<file path="src/rtl/spi_pkg.sv">
// Shared types and defaults for the SPI master block.
// Optional feature macro: SPI_MASTER_CS_HOLD_EN.
package spi_pkg;

    localparam int SPI_DEFAULT_CLK_DIV = 4;
    localparam int SPI_DEFAULT_DATA_W  = 8;

    typedef enum logic [2:0] {
        IDLE,
        LO,
        HI,
        GAP,
        HOLD
    } spi_state_e;

endpackage

</file>
<file path="src/rtl/spi_half_period_timer.sv">
// Down-counter that measures one SCLK half-period of CLK_DIV clk cycles.
// Load restarts the count; tick marks the last cycle of the phase.
module spi_half_period_timer #(
    parameter int CLK_DIV = 4
) (
    input  logic clk,
    input  logic rst,
    input  logic load,
    output logic tick
);

    localparam int CW = $clog2(CLK_DIV);
    localparam logic [CW-1:0] RELOAD = CW'(CLK_DIV - 1);

    logic [CW-1:0] cnt_q;

    always_ff @(posedge clk or posedge rst) begin
        if (rst) begin
            cnt_q <= '0;
        end else if (load) begin
            cnt_q <= RELOAD;
        end else if (cnt_q != '0) begin
            cnt_q <= cnt_q - CW'(1);
        end
    end

    assign tick = (cnt_q == '0);

endmodule

</file>
<file path="src/rtl/spi_master.sv">
// Single-word mode-0 SPI master; all pin outputs are registered.
// Define SPI_MASTER_CS_HOLD_EN to add the hold port and HOLD state.
module spi_master
    import spi_pkg::*;
#(
    parameter int CLK_DIV = SPI_DEFAULT_CLK_DIV,
    parameter int DATA_W  = SPI_DEFAULT_DATA_W
) (
    input  logic              clk,
    input  logic              rst,
    input  logic              start,
`ifdef SPI_MASTER_CS_HOLD_EN
    input  logic              hold,
`endif
    input  logic [DATA_W-1:0] tx_data,
    output logic              busy,
    output logic              done,
    output logic [DATA_W-1:0] rx_data,
    output logic              sclk,
    output logic              cs_n,
    output logic              mosi,
    input  logic              miso
);

    localparam int BW = $clog2(DATA_W + 1);
    localparam logic [BW-1:0] LAST_BIT = BW'(DATA_W - 1);
    localparam logic [BW-1:0] ALL_BITS = BW'(DATA_W);

    spi_state_e        state_q, state_d;
    logic [BW-1:0]     bit_cnt_q, bit_cnt_d;
    logic [DATA_W-1:0] tx_sh_q, tx_sh_d;
    logic [DATA_W-1:0] rx_sh_q, rx_sh_d;
    logic [DATA_W-1:0] rx_data_q, rx_data_d;
    logic              mosi_q, mosi_d;
    logic              sclk_q, sclk_d;
    logic              cs_n_q, cs_n_d;
    logic              busy_q, busy_d;
    logic              done_q, done_d;
    logic              adv_q, adv_d;
    logic              tick;
    logic              load;
`ifdef SPI_MASTER_CS_HOLD_EN
    logic              hold_q, hold_d;
`endif

    // Every phase change restarts the half-period count.
    assign load = (state_d != state_q);

    spi_half_period_timer #(
        .CLK_DIV (CLK_DIV)
    ) u_timer (
        .clk  (clk),
        .rst  (rst),
        .load (load),
        .tick (tick)
    );

    always_ff @(posedge clk or posedge rst) begin
        if (rst) begin
            state_q   <= IDLE;
            bit_cnt_q <= '0;
            tx_sh_q   <= '0;
            rx_sh_q   <= '0;
            rx_data_q <= '0;
            mosi_q    <= 1'b0;
            sclk_q    <= 1'b0;
            cs_n_q    <= 1'b1;
            busy_q    <= 1'b0;
            done_q    <= 1'b0;
            adv_q     <= 1'b0;
`ifdef SPI_MASTER_CS_HOLD_EN
            hold_q    <= 1'b0;
`endif
        end else begin
            state_q   <= state_d;
            bit_cnt_q <= bit_cnt_d;
            tx_sh_q   <= tx_sh_d;
            rx_sh_q   <= rx_sh_d;
            rx_data_q <= rx_data_d;
            mosi_q    <= mosi_d;
            sclk_q    <= sclk_d;
            cs_n_q    <= cs_n_d;
            busy_q    <= busy_d;
            done_q    <= done_d;
            adv_q     <= adv_d;
`ifdef SPI_MASTER_CS_HOLD_EN
            hold_q    <= hold_d;
`endif
        end
    end

    always_comb begin
        state_d   = state_q;
        bit_cnt_d = bit_cnt_q;
        tx_sh_d   = tx_sh_q;
        rx_sh_d   = rx_sh_q;
        rx_data_d = rx_data_q;
        mosi_d    = mosi_q;
        sclk_d    = sclk_q;
        cs_n_d    = cs_n_q;
        busy_d    = busy_q;
        done_d    = 1'b0;
        adv_d     = 1'b0;
`ifdef SPI_MASTER_CS_HOLD_EN
        hold_d    = hold_q;
`endif
        unique case (state_q)
            IDLE: begin
                if (start) begin
                    tx_sh_d   = tx_data;
                    mosi_d    = tx_data[DATA_W-1];
                    cs_n_d    = 1'b0;
                    busy_d    = 1'b1;
                    bit_cnt_d = '0;
                    state_d   = LO;
`ifdef SPI_MASTER_CS_HOLD_EN
                    hold_d    = hold;
`endif
                end
            end
            LO: begin
                // mosi moves one cycle after the falling edge.
                if (adv_q) begin
                    tx_sh_d = {tx_sh_q[DATA_W-2:0], 1'b0};
                    mosi_d  = tx_sh_q[DATA_W-2];
                end
                if (tick) begin
                    if (bit_cnt_q != ALL_BITS) begin
                        sclk_d  = 1'b1;
                        rx_sh_d = {rx_sh_q[DATA_W-2:0], miso};
                        state_d = HI;
                    end else begin
                        done_d    = 1'b1;
                        rx_data_d = rx_sh_q;
`ifdef SPI_MASTER_CS_HOLD_EN
                        if (hold_q) begin
                            busy_d  = 1'b0;
                            state_d = HOLD;
                        end else begin
                            cs_n_d  = 1'b1;
                            state_d = GAP;
                        end
`else
                        cs_n_d  = 1'b1;
                        state_d = GAP;
`endif
                    end
                end
            end
            HI: begin
                if (tick) begin
                    sclk_d    = 1'b0;
                    bit_cnt_d = bit_cnt_q + BW'(1);
                    adv_d     = (bit_cnt_q != LAST_BIT);
                    state_d   = LO;
                end
            end
            GAP: begin
                if (tick) begin
                    busy_d  = 1'b0;
                    mosi_d  = 1'b0;
                    state_d = IDLE;
                end
            end
`ifdef SPI_MASTER_CS_HOLD_EN
            HOLD: begin
                // Chained transfer: cs_n is already low.
                if (start) begin
                    tx_sh_d   = tx_data;
                    mosi_d    = tx_data[DATA_W-1];
                    busy_d    = 1'b1;
                    bit_cnt_d = '0;
                    hold_d    = hold;
                    state_d   = LO;
                end
            end
`endif
            default: begin
                state_d = IDLE;
            end
        endcase
    end

    assign busy    = busy_q;
    assign done    = done_q;
    assign rx_data = rx_data_q;
    assign sclk    = sclk_q;
    assign cs_n    = cs_n_q;
    assign mosi    = mosi_q;

endmodule

</file>
<file path="config.mk">
export PLATFORM = sky130hd
export DESIGN_NAME = spi_master
export DESIGN_NICKNAME = d
export VERILOG_FILES = /design/src/rtl/spi_pkg.sv /design/src/rtl/spi_half_period_timer.sv /design/src/rtl/spi_master.sv
export SDC_FILE = /design/constraint.sdc
export NUM_CORES = 1
export LEC_CHECK = 0
export BUFFER_PORTS_ARGS = -buffer_cell sky130_fd_sc_hd__buf_2
export CORE_MARGIN = 3
export CORE_UTILIZATION = 56
export DETAILED_ROUTE_END_ITERATION = 10
export GPL_TIMING_DRIVEN = 0
export MAX_ROUTING_LAYER = met4
export PLACE_DENSITY = 0.78
export SLEW_MARGIN = 30
export SYNTH_ARGS = -nofsm -noshare
export SYNTH_HDL_FRONTEND = slang
export SYNTH_SLANG_ARGS = --single-unit
</file>
<file path="constraint.sdc">
create_clock -name clk -period 2.4 [get_ports clk]
set_clock_uncertainty 0.05 [all_clocks]
set_input_delay 0 -clock clk [delete_from_list [all_inputs] [get_ports clk]]
set_output_delay 0 -clock clk [all_outputs]
set_load 0.02 [all_outputs]
</file>
==> metrics.txt, run 1 <==
status finished clean; fin. max-slew vios 0; later-pin clock latency in the skew report 0.35 ns; Fill cells 212; CP arrival 2.28 ns; Peak VDD IR 0.000432 V; CTS clock-pin slew for the worst setup and hold paths 0.11 ns; DR vias 1163; flops & latches, synth 38; worst-margin pin slew 0.753 ns; core area 2880 um^2; Seq/Total Area, Yosys 54.2%; clock period minus worst slack 2.09 ns; largest net degree at the start of global routing 39; total negative slack 0 ns; CTS tree yes; Post-Syn Instances 138; RR Startpoint u_timer.cnt_q[0]$_DFFE_PP0P_; RSZ-0062 raised after global routing no; row count 19; Post-synth EDFFs 0; number of I/O pins 25; antenna cells 0; Post-synth top cells dfrtp_1, mux2_2, inv_1, nand2_1; post-synth top area cell dfrtp_1; Die Span Y 62.0 um; Fmax 480 MHz; synthesized area 1760 um^2; Worst EP required 2.59 ns; Starting Density 61.0%; htree depth 2; TritonCTS Buffers 5; setup violators final 0; I/O Buffers 24; dominant synthesized flop cell dfrtp_1; syn_nets 153; area grow syn2layout 19.7%; largest fanout on the critical path 10; grt ovf 0; Critical Path Source Type register; CTS Root Buffer Type clkbuf_4; Tcrit/Tclk final 86.9%; Avg Synthesized Cell Area 12.7 um^2; layout cell share with drive strength beyond 1 34.8%; Async S/R FF share, synth 100%; element type at the critical path end register; # DRC 0; GP Congestion 0.751; clk buf depth 2; DR pass1 iterations 4; Total Power 1.28 mW; Relative slew margins 49.1%; Multi-input gate area 738 um^2; max-cap viol count 0; HP Class in2async; Final nets 195; ANT nets after route 0; wire length per cell 13.7 um; DPL Wire Length 2060 um; Pleak 1.05 nW; Detailed Route Iter0 Violations 38; Yosys warning count 0; antenna violations before repair 0; Synth cell types 37; post_cts resized 0; final WL 3050 um; critical path class reg2reg; vias per cell 5.22; sequential cell area 952 um^2; Hold WS 0.272 ns; global-route wire length before repair 4990 um; top cell type's share of synthesized area 52.7%; Critical path origin u_timer.cnt_q[0]$_DFFE_PP0P_; Synth area leaders dfrtp_1, mux2_2, mux2_4; most numerous cell in the Yosys netlist dfrtp_1; endpoints failing hold 0; CTS Sinks 38; Die W 62.0 um; Die Footprint 3840 um^2; GRT Resource Usage Total 18.9%; P per Cell Area 609 nW/um^2; vias in the first global route 1108
==> placed cells by master, fill, tap and decap left out, drive strengths merged, types with 2 or more instances in the layout <==
cell type    netlist  routed
dfrtp             37      37
dlygate4sd3        0      11
or3                2       2
nand2             10      10
inv                9       9
nand2b             2       2
clkbuf             3       9
o21ai              6       6
nand3              2       2
nor2               4       4
mux2i              4       4
mux2              30      30
o22ai              2       2
nor3b              3       3
or4b               3       3
buf                3      27
ha                 3       3
==> flip-flops by register name (all words and copies together) (netlist names) <==
name and flops:
bit_cnt_q 4, mosi 1, rx_data 8, adv_q 1, u_timer.cnt_q 2, done 1, sclk 1, state_q 3
rx_sh_q 8, cs_n 1, tx_sh_q 7, busy 1
==> worst max-delay path, stage by stage, from the launching register on <==
cell	delay (ns)
dfrtp_1	0.40
inv_1	0.08
ha_1	0.15
buf_4	0.15
nand2_2	0.10
or4b_1	0.52
buf_4	0.21
mux2_4	0.31
==> layer usage <==
metal / global-route usage, % / part of all wire [%] / vias up
met2: 29.3 / 48 / 22
li1: - / - / 566
met4: 7.27 / 1.8 / 0
met5: - / 0 / -
met3: 6.20 / 4.5 / 7
met1: 22.9 / 46 / 568
==> stage by stage <==
step | cells | setup slack, ns | area, um^2 | utilization (%)
after global placement | 204 | 0.406 | 1930 | 67.0
after CTS | 223 | 0.331 | 2100 | 73.1
after global routing | 223 | 0.265 | 2100 | 73.1
final | 223 | 0.315 | 2100 | 73.1
after detailed placement | 204 | 0.348 | 1930 | 67.0
after floorplan | 138 | 0.497 | 1760 | -
==> logic make-up (layout without fill, tap and decap cells) <==
family	after synthesis	in the layout	synth area share (%)
simple gates	34	34	12.0
buf+inv	15	58	3.71
compound gates	13	13	4.42
flops	38	38	54.2
fa+ha+maj	3	3	2.14
mux	34	34	23.2
other cells	1	1	0.214
==> power breakdown <==
part           leakage (nW)  internal, mW  switching, mW
sequential            0.489         0.702         0.0346
combinational         0.530         0.100         0.0865
clock                0.0343         0.141          0.215
==> cell type report <==
class | instances | share of cell area (%)
buffer | 6 | 1.49
inverter | 9 | 1.61
multi-input combinational | 85 | 35.1
tap | 42 | 2.50
timing repair buffer | 35 | 11.0
clock inverter | 2 | 0.595
clock buffer | 6 | 2.44
sequential | 38 | 45.3
==> final timing paths <==
kind	endpoint	slack [ns]	cells past startpoint
min in group clk	tx_sh_q[0]$_DFFE_PP0P_	0.34	4
setup / recovery	rx_data[0]$_DFFE_PP0P_	0.31	7
hold reg to reg	cs_n$_DFFE_PP1P_	0.43	2
hold / removal	rx_data[4]$_DFFE_PP0P_	0.27	3
max in group asynchronous	rx_sh_q[4]$_DFFE_PP0P_	1.54	3
setup reg to reg	rx_data[0]$_DFFE_PP0P_	0.31	7
==> repair_timing <==
item,in CTS,in global routing
endpoints found under the setup margin,0,0
setup buffers,0,0
hold buffers,11,0
endpoints found under the hold margin,47,0
Power figures use the tool's default switching activity.
==> inputs of run 2 (changes only) <==
--- a/config.mk
+++ b/config.mk
@@ -9,9 +9,9 @@
 export CORE_MARGIN = 3
 export CORE_UTILIZATION = 56
 export DETAILED_ROUTE_END_ITERATION = 10
-export GPL_TIMING_DRIVEN = 0
 export MAX_ROUTING_LAYER = met4
 export PLACE_DENSITY = 0.78
+export RECOVER_POWER = 25
 export SLEW_MARGIN = 30
 export SYNTH_ARGS = -nofsm -noshare
 export SYNTH_HDL_FRONTEND = slang
==> run 2 against run 1 <==
  * Register-to-register slack better by 0.03 ns
  * Critical path depth down 2
  * Sequential share of layout area down 0.74 points
  * First-iteration DRC count down 55%
  * Non-clock buffer count down 3
  * Die area unchanged
  * Total power up 15%
  * Hold slack better by 0.077 ns
  * Critical path type unchanged
==> metrics.txt, run 2 (synthesis gave the netlist of run 1 again) <==
CTS clock-pin slew for the worst setup and hold paths 0.11 ns; Place WS 0.130 ns; RSZ-0062 raised after global routing no; DR pass1 iterations 4; TritonCTS Buffers 5; antenna cells 0; Relative slew margins 40.2%; ANT nets after route 0; element type at the critical path end register; worst-margin pin slew 0.897 ns; vias per cell 5.22; Fill cells 205; Fmax 485 MHz; vias in the first global route 1196; GP Congestion 0.802; largest net degree at the start of global routing 39; Post-CTS Setup Inserts 0; Die W 62.0 um; Worst EP required 2.58 ns; Die Span Y 62.0 um; setup violators final 0; max-cap viol count 0; largest fanout on the critical path 10; commonest cells after routing, fill and taps aside dfrtp_1, buf_2, mux2_2; status finished clean; DPL Wire Length 2120 um; row count 19; final setup margin 0.340 ns; final WL 3160 um; Tcrit/Tclk final 85.8%; Pleak 1.08 nW; total negative slack 0 ns; global-route wire length before repair 5400 um; commonest non-fill, non-tap cell in the layout dfrtp_1; later-pin clock latency in the skew report 0.34 ns; core area 2880 um^2; GRT Resource Usage Total 20.1%; CP arrival 2.24 ns; critical path class reg2reg; CTS Sinks 38; endpoints failing hold 0; layout cell share with drive strength beyond 1 35.4%; grt ovf 0; clk buf depth 2; Total Power 1.47 mW; Critical Path Source Type register; Starting Density 61.0%; antenna violations before repair 0; htree depth 2; clock period minus worst slack 2.06 ns; CTS Root Buffer Type clkbuf_4; # DRC 0; Final Core Density 74.3%; HP Class in2reg; DR vias 1149; CTS tree yes; fin. max-slew vios 0; number of I/O pins 25; Die Footprint 3840 um^2; Detailed Route Iter0 Violations 17; Final nets 192; area grow syn2layout 21.7%; P per Cell Area 687 nW/um^2; Peak VDD IR 0.000497 V; I/O Buffers 24; wire length per cell 14.4 um
[run 2: changes by cell type in the layout (fill, tap and decap cells not counted), sizes merged]
cell / change
clkinvlp: -1
clkbuf: -3
buf: -1
bufinv: +2
[run 2: path summary, 6_finish.rpt]
kind | from | endpoint | slack [ns] | cells after the start
max | u_timer.cnt_q[0]$_DFFE_PP0P_ | rx_data[0]$_DFFE_PP0P_ | 0.34 | 5
min | tx_data[0] | tx_sh_q[0]$_DFFE_PP0P_ | 0.35 | 4
max reg2reg | u_timer.cnt_q[0]$_DFFE_PP0P_ | rx_data[0]$_DFFE_PP0P_ | 0.34 | 5
min reg2reg | cs_n$_DFFE_PP1P_ | cs_n$_DFFE_PP1P_ | 0.43 | 2
max in group asynchronous | rst | u_timer.cnt_q[0]$_DFFE_PP0P_ | 1.31 | 4
min in group asynchronous | rst | rx_sh_q[5]$_DFFE_PP0P_ | 0.43 | 4
[run 2: critical path, stage by stage, from the launching register on]
cell	delay [ns]
dfrtp_1	0.39
inv_1	0.07
ha_1	0.32
nand2_2	0.13
or4b_4	0.65
mux2_4	0.33
[run 2: where the power goes]
group / total (mW) / switching, mW / internal [mW] / leakage (nW)
clock: 0.540 / 0.214 / 0.326 / 0.0554
sequential: 0.737 / 0.0346 / 0.702 / 0.489
combinational: 0.192 / 0.0892 / 0.103 / 0.531
total: 1.47 / 0.337 / 1.13 / 1.08
[run 2: area by class of cell]
type	count	area, um^2	share of cell area [%]
multi-input combinational	85	742	34.7
sequential	38	952	44.6
clock buffer	5	37.5	1.76
clock inverter	3	68.8	3.22
inverter	9	33.8	1.58
timing repair buffer	38	250	11.7
tap	42	52.6	2.46
[run 2: per-stage QoR]
stage               instance area, um^2  hold WS (ns)  instances
floorplan                          1760        0.0554        138
global placement                   1920        0.0702        201
detailed placement                 1920        0.0851        201
CTS                                2140         0.247        220
global route                       2140         0.371        220
finish                             2140         0.349        220
[run 2: timing repair]
item	CTS	global route
gates resized for setup	0	1
endpoints found under the setup margin	0	5
endpoints found under the hold margin	47	0
hold buffers	11	0
[run 2: per-layer routing]
layer | vias to the layer above | part of all wire (%) | track usage [%]
li1 | 563 | - | -
met1 | 559 | 46 | 25.9
met2 | 22 | 50 | 31.2
met3 | 5 | 3.3 | 4.34
met4 | 0 | 1.4 | 7.27
met5 | - | 0 | -
==> inputs of run 3 (changes only) <==
--- a/config.mk
+++ b/config.mk
@@ -5,12 +5,13 @@
 export SDC_FILE = /design/constraint.sdc
 export NUM_CORES = 1
 export LEC_CHECK = 0
+export ABC_AREA = 1
 export BUFFER_PORTS_ARGS = -buffer_cell sky130_fd_sc_hd__buf_2
 export CORE_MARGIN = 3
-export CORE_UTILIZATION = 56
+export CORE_UTILIZATION = 50
 export DETAILED_ROUTE_END_ITERATION = 10
 export MAX_ROUTING_LAYER = met4
-export PLACE_DENSITY = 0.78
+export PLACE_DENSITY = 0.74
 export RECOVER_POWER = 25
 export SLEW_MARGIN = 30
 export SYNTH_ARGS = -nofsm -noshare
==> constraint.sdc (replaced) <==
create_clock -name clk -period 1.7 [get_ports clk]
set_clock_uncertainty 0.05 [all_clocks]
set_input_delay 0 -clock clk [delete_from_list [all_inputs] [get_ports clk]]
set_output_delay 0 -clock clk [all_outputs]
set_load 0.02 [all_outputs]
==> run 3 against run 2 <==
  * Fmax increased by 35%
  * Count of clock-buffer cells in the layout increased by 3
  * Total power increased by 48%
  * Cell area increased by 0.41%
  * Non-clock buffer count increased by 2
  * Synthesized cell count increased by 49%
  * Cell count increased by 34%
  * First-iteration DRC count increased to 3.0 times the previous value
  * Register-to-register slack got worse by 0.16 ns
  * Hold slack improved by 0.013 ns
  * Critical path depth increased by 3
  * Critical endpoint is now rx_data[7]$_DFFE_PP0P_
  * Largest cell class unchanged
  * Largest power group unchanged
  * Highest routed layer unchanged
==> metrics.txt, run 3 <==
clk buf depth 2; Detailed Route Iter0 Violations 51; P per Cell Area 1020 nW/um^2; Fmax 657 MHz; WL met2 1380 um; commonest non-fill, non-tap cell in the layout nand2_1; Pint 1.48 mW; highest routed metal layer met4; power share of the clock group 22.0%; synthesized area 1790 um^2; syn_nets 220; crit path cell chain inv_1 > ha_1 > nand3_1 > nor2_1 > nand2_4 > inv_1 > nand2_1 > nand2_1; wire length per cell 10.5 um; worst-margin pin slew 0.890 ns; Die Footprint 4330 um^2; Pleak 1.16 nW; layout cell share with drive strength beyond 1 21.7%; DR pass1 iterations 4; number of I/O pins 25; Synth area leaders dfrtp_1, nand2_1, inv_1; Post-CTS Setup Inserts 0; area grow syn2layout 19.9%; Die W 65.8 um; routed length on met3 125 um; element type at the critical path end register; CP arrival 1.75 ns; dominant synthesized flop cell dfrtp_1; Post-Syn Instances 205; vias per cell 4.64; Max stage delay on crit path 0.44 ns; GRT Resource Usage Total 16.7%; critical path class reg2reg; CTS tree yes; final WL 3110 um; Post-synth top cells nand2_1, dfrtp_1, inv_1; CP max stage cell dfrtp_1; ANT nets after route 0; endpoints failing hold 0; row count 21; Seq/Total Area, Yosys 53.2%; vias in the first global route 1240; later-pin clock latency in the skew report 0.34 ns; antenna cells 0; Sw Share 32.2%; # DRC 0; I/O Buffers 24; antenna violations before repair 0; power share of the combinational group 24.8%; RSZ-0062 raised after global routing no; Critical Path Source Type register; htree depth 2; Yosys warning count 0; WL met1 1530 um; Post-synth EDFFs 0; Synth cell types 28; total negative slack 0 ns; grt ovf 0; setup violators final 0; HP Class in2reg; largest fanout on the critical path 17; largest net degree at the start of global routing 39; Starting Density 52.8%; Die Span Y 65.8 um; post-synth top area cell dfrtp_1; CTS Sinks 38; CTS Root Buffer Type clkbuf_4; status finished clean; GP Congestion 0.847; top cell type's share of synthesized area 51.7%; Reg power frac 53.3%; Async S/R FF share, synth 100%; flops & latches, synth 38; Hold WS 0.363 ns; Psw 0.701 mW; Avg Synthesized Cell Area 8.73 um^2; Worst EP required 1.93 ns; Final nets 263; global-route wire length before repair 5330 um; most numerous cell in the Yosys netlist nand2_1; DPL Wire Length 2220 um; clock period minus worst slack 1.52 ns; DR vias 1368; max-cap viol count 0; TritonCTS Buffers 5; Final Core Density 63.3%; Peak VDD IR 0.000696 V; core area 3390 um^2; CTS clock-pin slew for the worst setup and hold paths 0.10 ns; Fill cells 282; Relative slew margins 40.7%; fin. max-slew vios 0; Tcrit/Tclk final 89.5%; commonest cells after routing, fill and taps aside nand2_1, dfrtp_1, buf_2
[run 3: changes by cell type in the layout (fill, tap and decap cells not counted), sizes merged, moves of 3 or more]
cell / previous run / this run
nand2: 10 / 77
nor2: 4 / 9
mux2: 30 / 0
nand4: 0 / 5
clkbuf: 6 / 9
nor3b: 3 / 0
or4b: 3 / 0
inv: 9 / 24
mux2i: 4 / 0
nand3: 2 / 17
o21ai: 6 / 21
[run 3: cell families after synthesis]
group | after synthesis | synth area share [%]
and+or+nand+nor | 108 | 27.6
adders and majority gates | 3 | 2.10
other | 1 | 0.210
AOI/OAI and AO/OA | 25 | 9.02
xor gates and xnor gates | 2 | 0.979
buffers and inverters | 28 | 6.85
DFF | 38 | 53.2
[run 3: power groups by stage]
stage,clock [mW],sequential [mW],combinational (mW)
2_1_floorplan,0,1.18,0.375
3_3_place_gp,0,1.17,0.506
6_report,0.479,1.16,0.540
3_5_place_dp,0,1.18,0.524
5_1_grt,0.539,1.18,0.629
4_1_cts,0.494,1.16,0.547
[run 3: cell type report]
| cell class | instances | area [um^2] | area share, % |
|---|---|---|---|
| Multi-Input combinational cell | 139 | 722 | 33.6 |
| Inverter | 24 | 90.1 | 4.20 |
| Timing Repair Buffer | 40 | 265 | 12.4 |
| Clock buffer | 8 | 58.8 | 2.74 |
| Tap cell | 46 | 57.6 | 2.68 |
| Sequential cell | 38 | 952 | 44.4 |
[run 3: path summary, 6_finish.rpt]
check | startpoint | endpoint | slack (ns) | cells after the start
hold reg to reg | cs_n$_DFFE_PP1P_ | cs_n$_DFFE_PP1P_ | 0.43 | 2
max in group asynchronous | rst | rx_data[7]$_DFFE_PP0P_ | 0.64 | 4
min in group asynchronous | rst | rx_data[5]$_DFFE_PP0P_ | 0.41 | 4
setup / recovery | bit_cnt_q[0]$_DFFE_PP0P_ | rx_data[7]$_DFFE_PP0P_ | 0.18 | 8
setup reg to reg | bit_cnt_q[0]$_DFFE_PP0P_ | rx_data[7]$_DFFE_PP0P_ | 0.18 | 8
hold / removal | tx_data[0] | tx_sh_q[0]$_DFFE_PP0P_ | 0.36 | 4
[run 3: per-stage QoR]
stage | cell area [um^2] | std cells | setup WS, ns | power [mW]
finish | 2150 | 295 | 0.178 | 2.18
detailed placement | 1970 | 276 | 0.0893 | 1.70
CTS | 2140 | 295 | 0.0741 | 2.20
floorplan | 1790 | 205 | 0.218 | 1.56
global route | 2150 | 295 | 0.0400 | 2.35
global placement | 1970 | 276 | 0.156 | 1.68
[run 3: worst max-delay path: cells and delay by family, from the launching register on]
kind / cells / cell delay [ns]
fa+ha+maj: 1 / 0.15
buf+inv: 2 / 0.18
flops: 1 / 0.44
simple gates: 5 / 0.64
[run 3: metal layers]
layer	up-vias	global-route usage, %
met4	0	8.29
met1	607	20.0
li1	731	-
met2	22	26.0
met3	8	4.25
met5	-	-
[run 3: timing repair]
action	CTS	global route
endpoints found under the hold margin	46	0
setup endpoints to repair	0	8
hold buffers	11	0
gates resized for setup	0	2
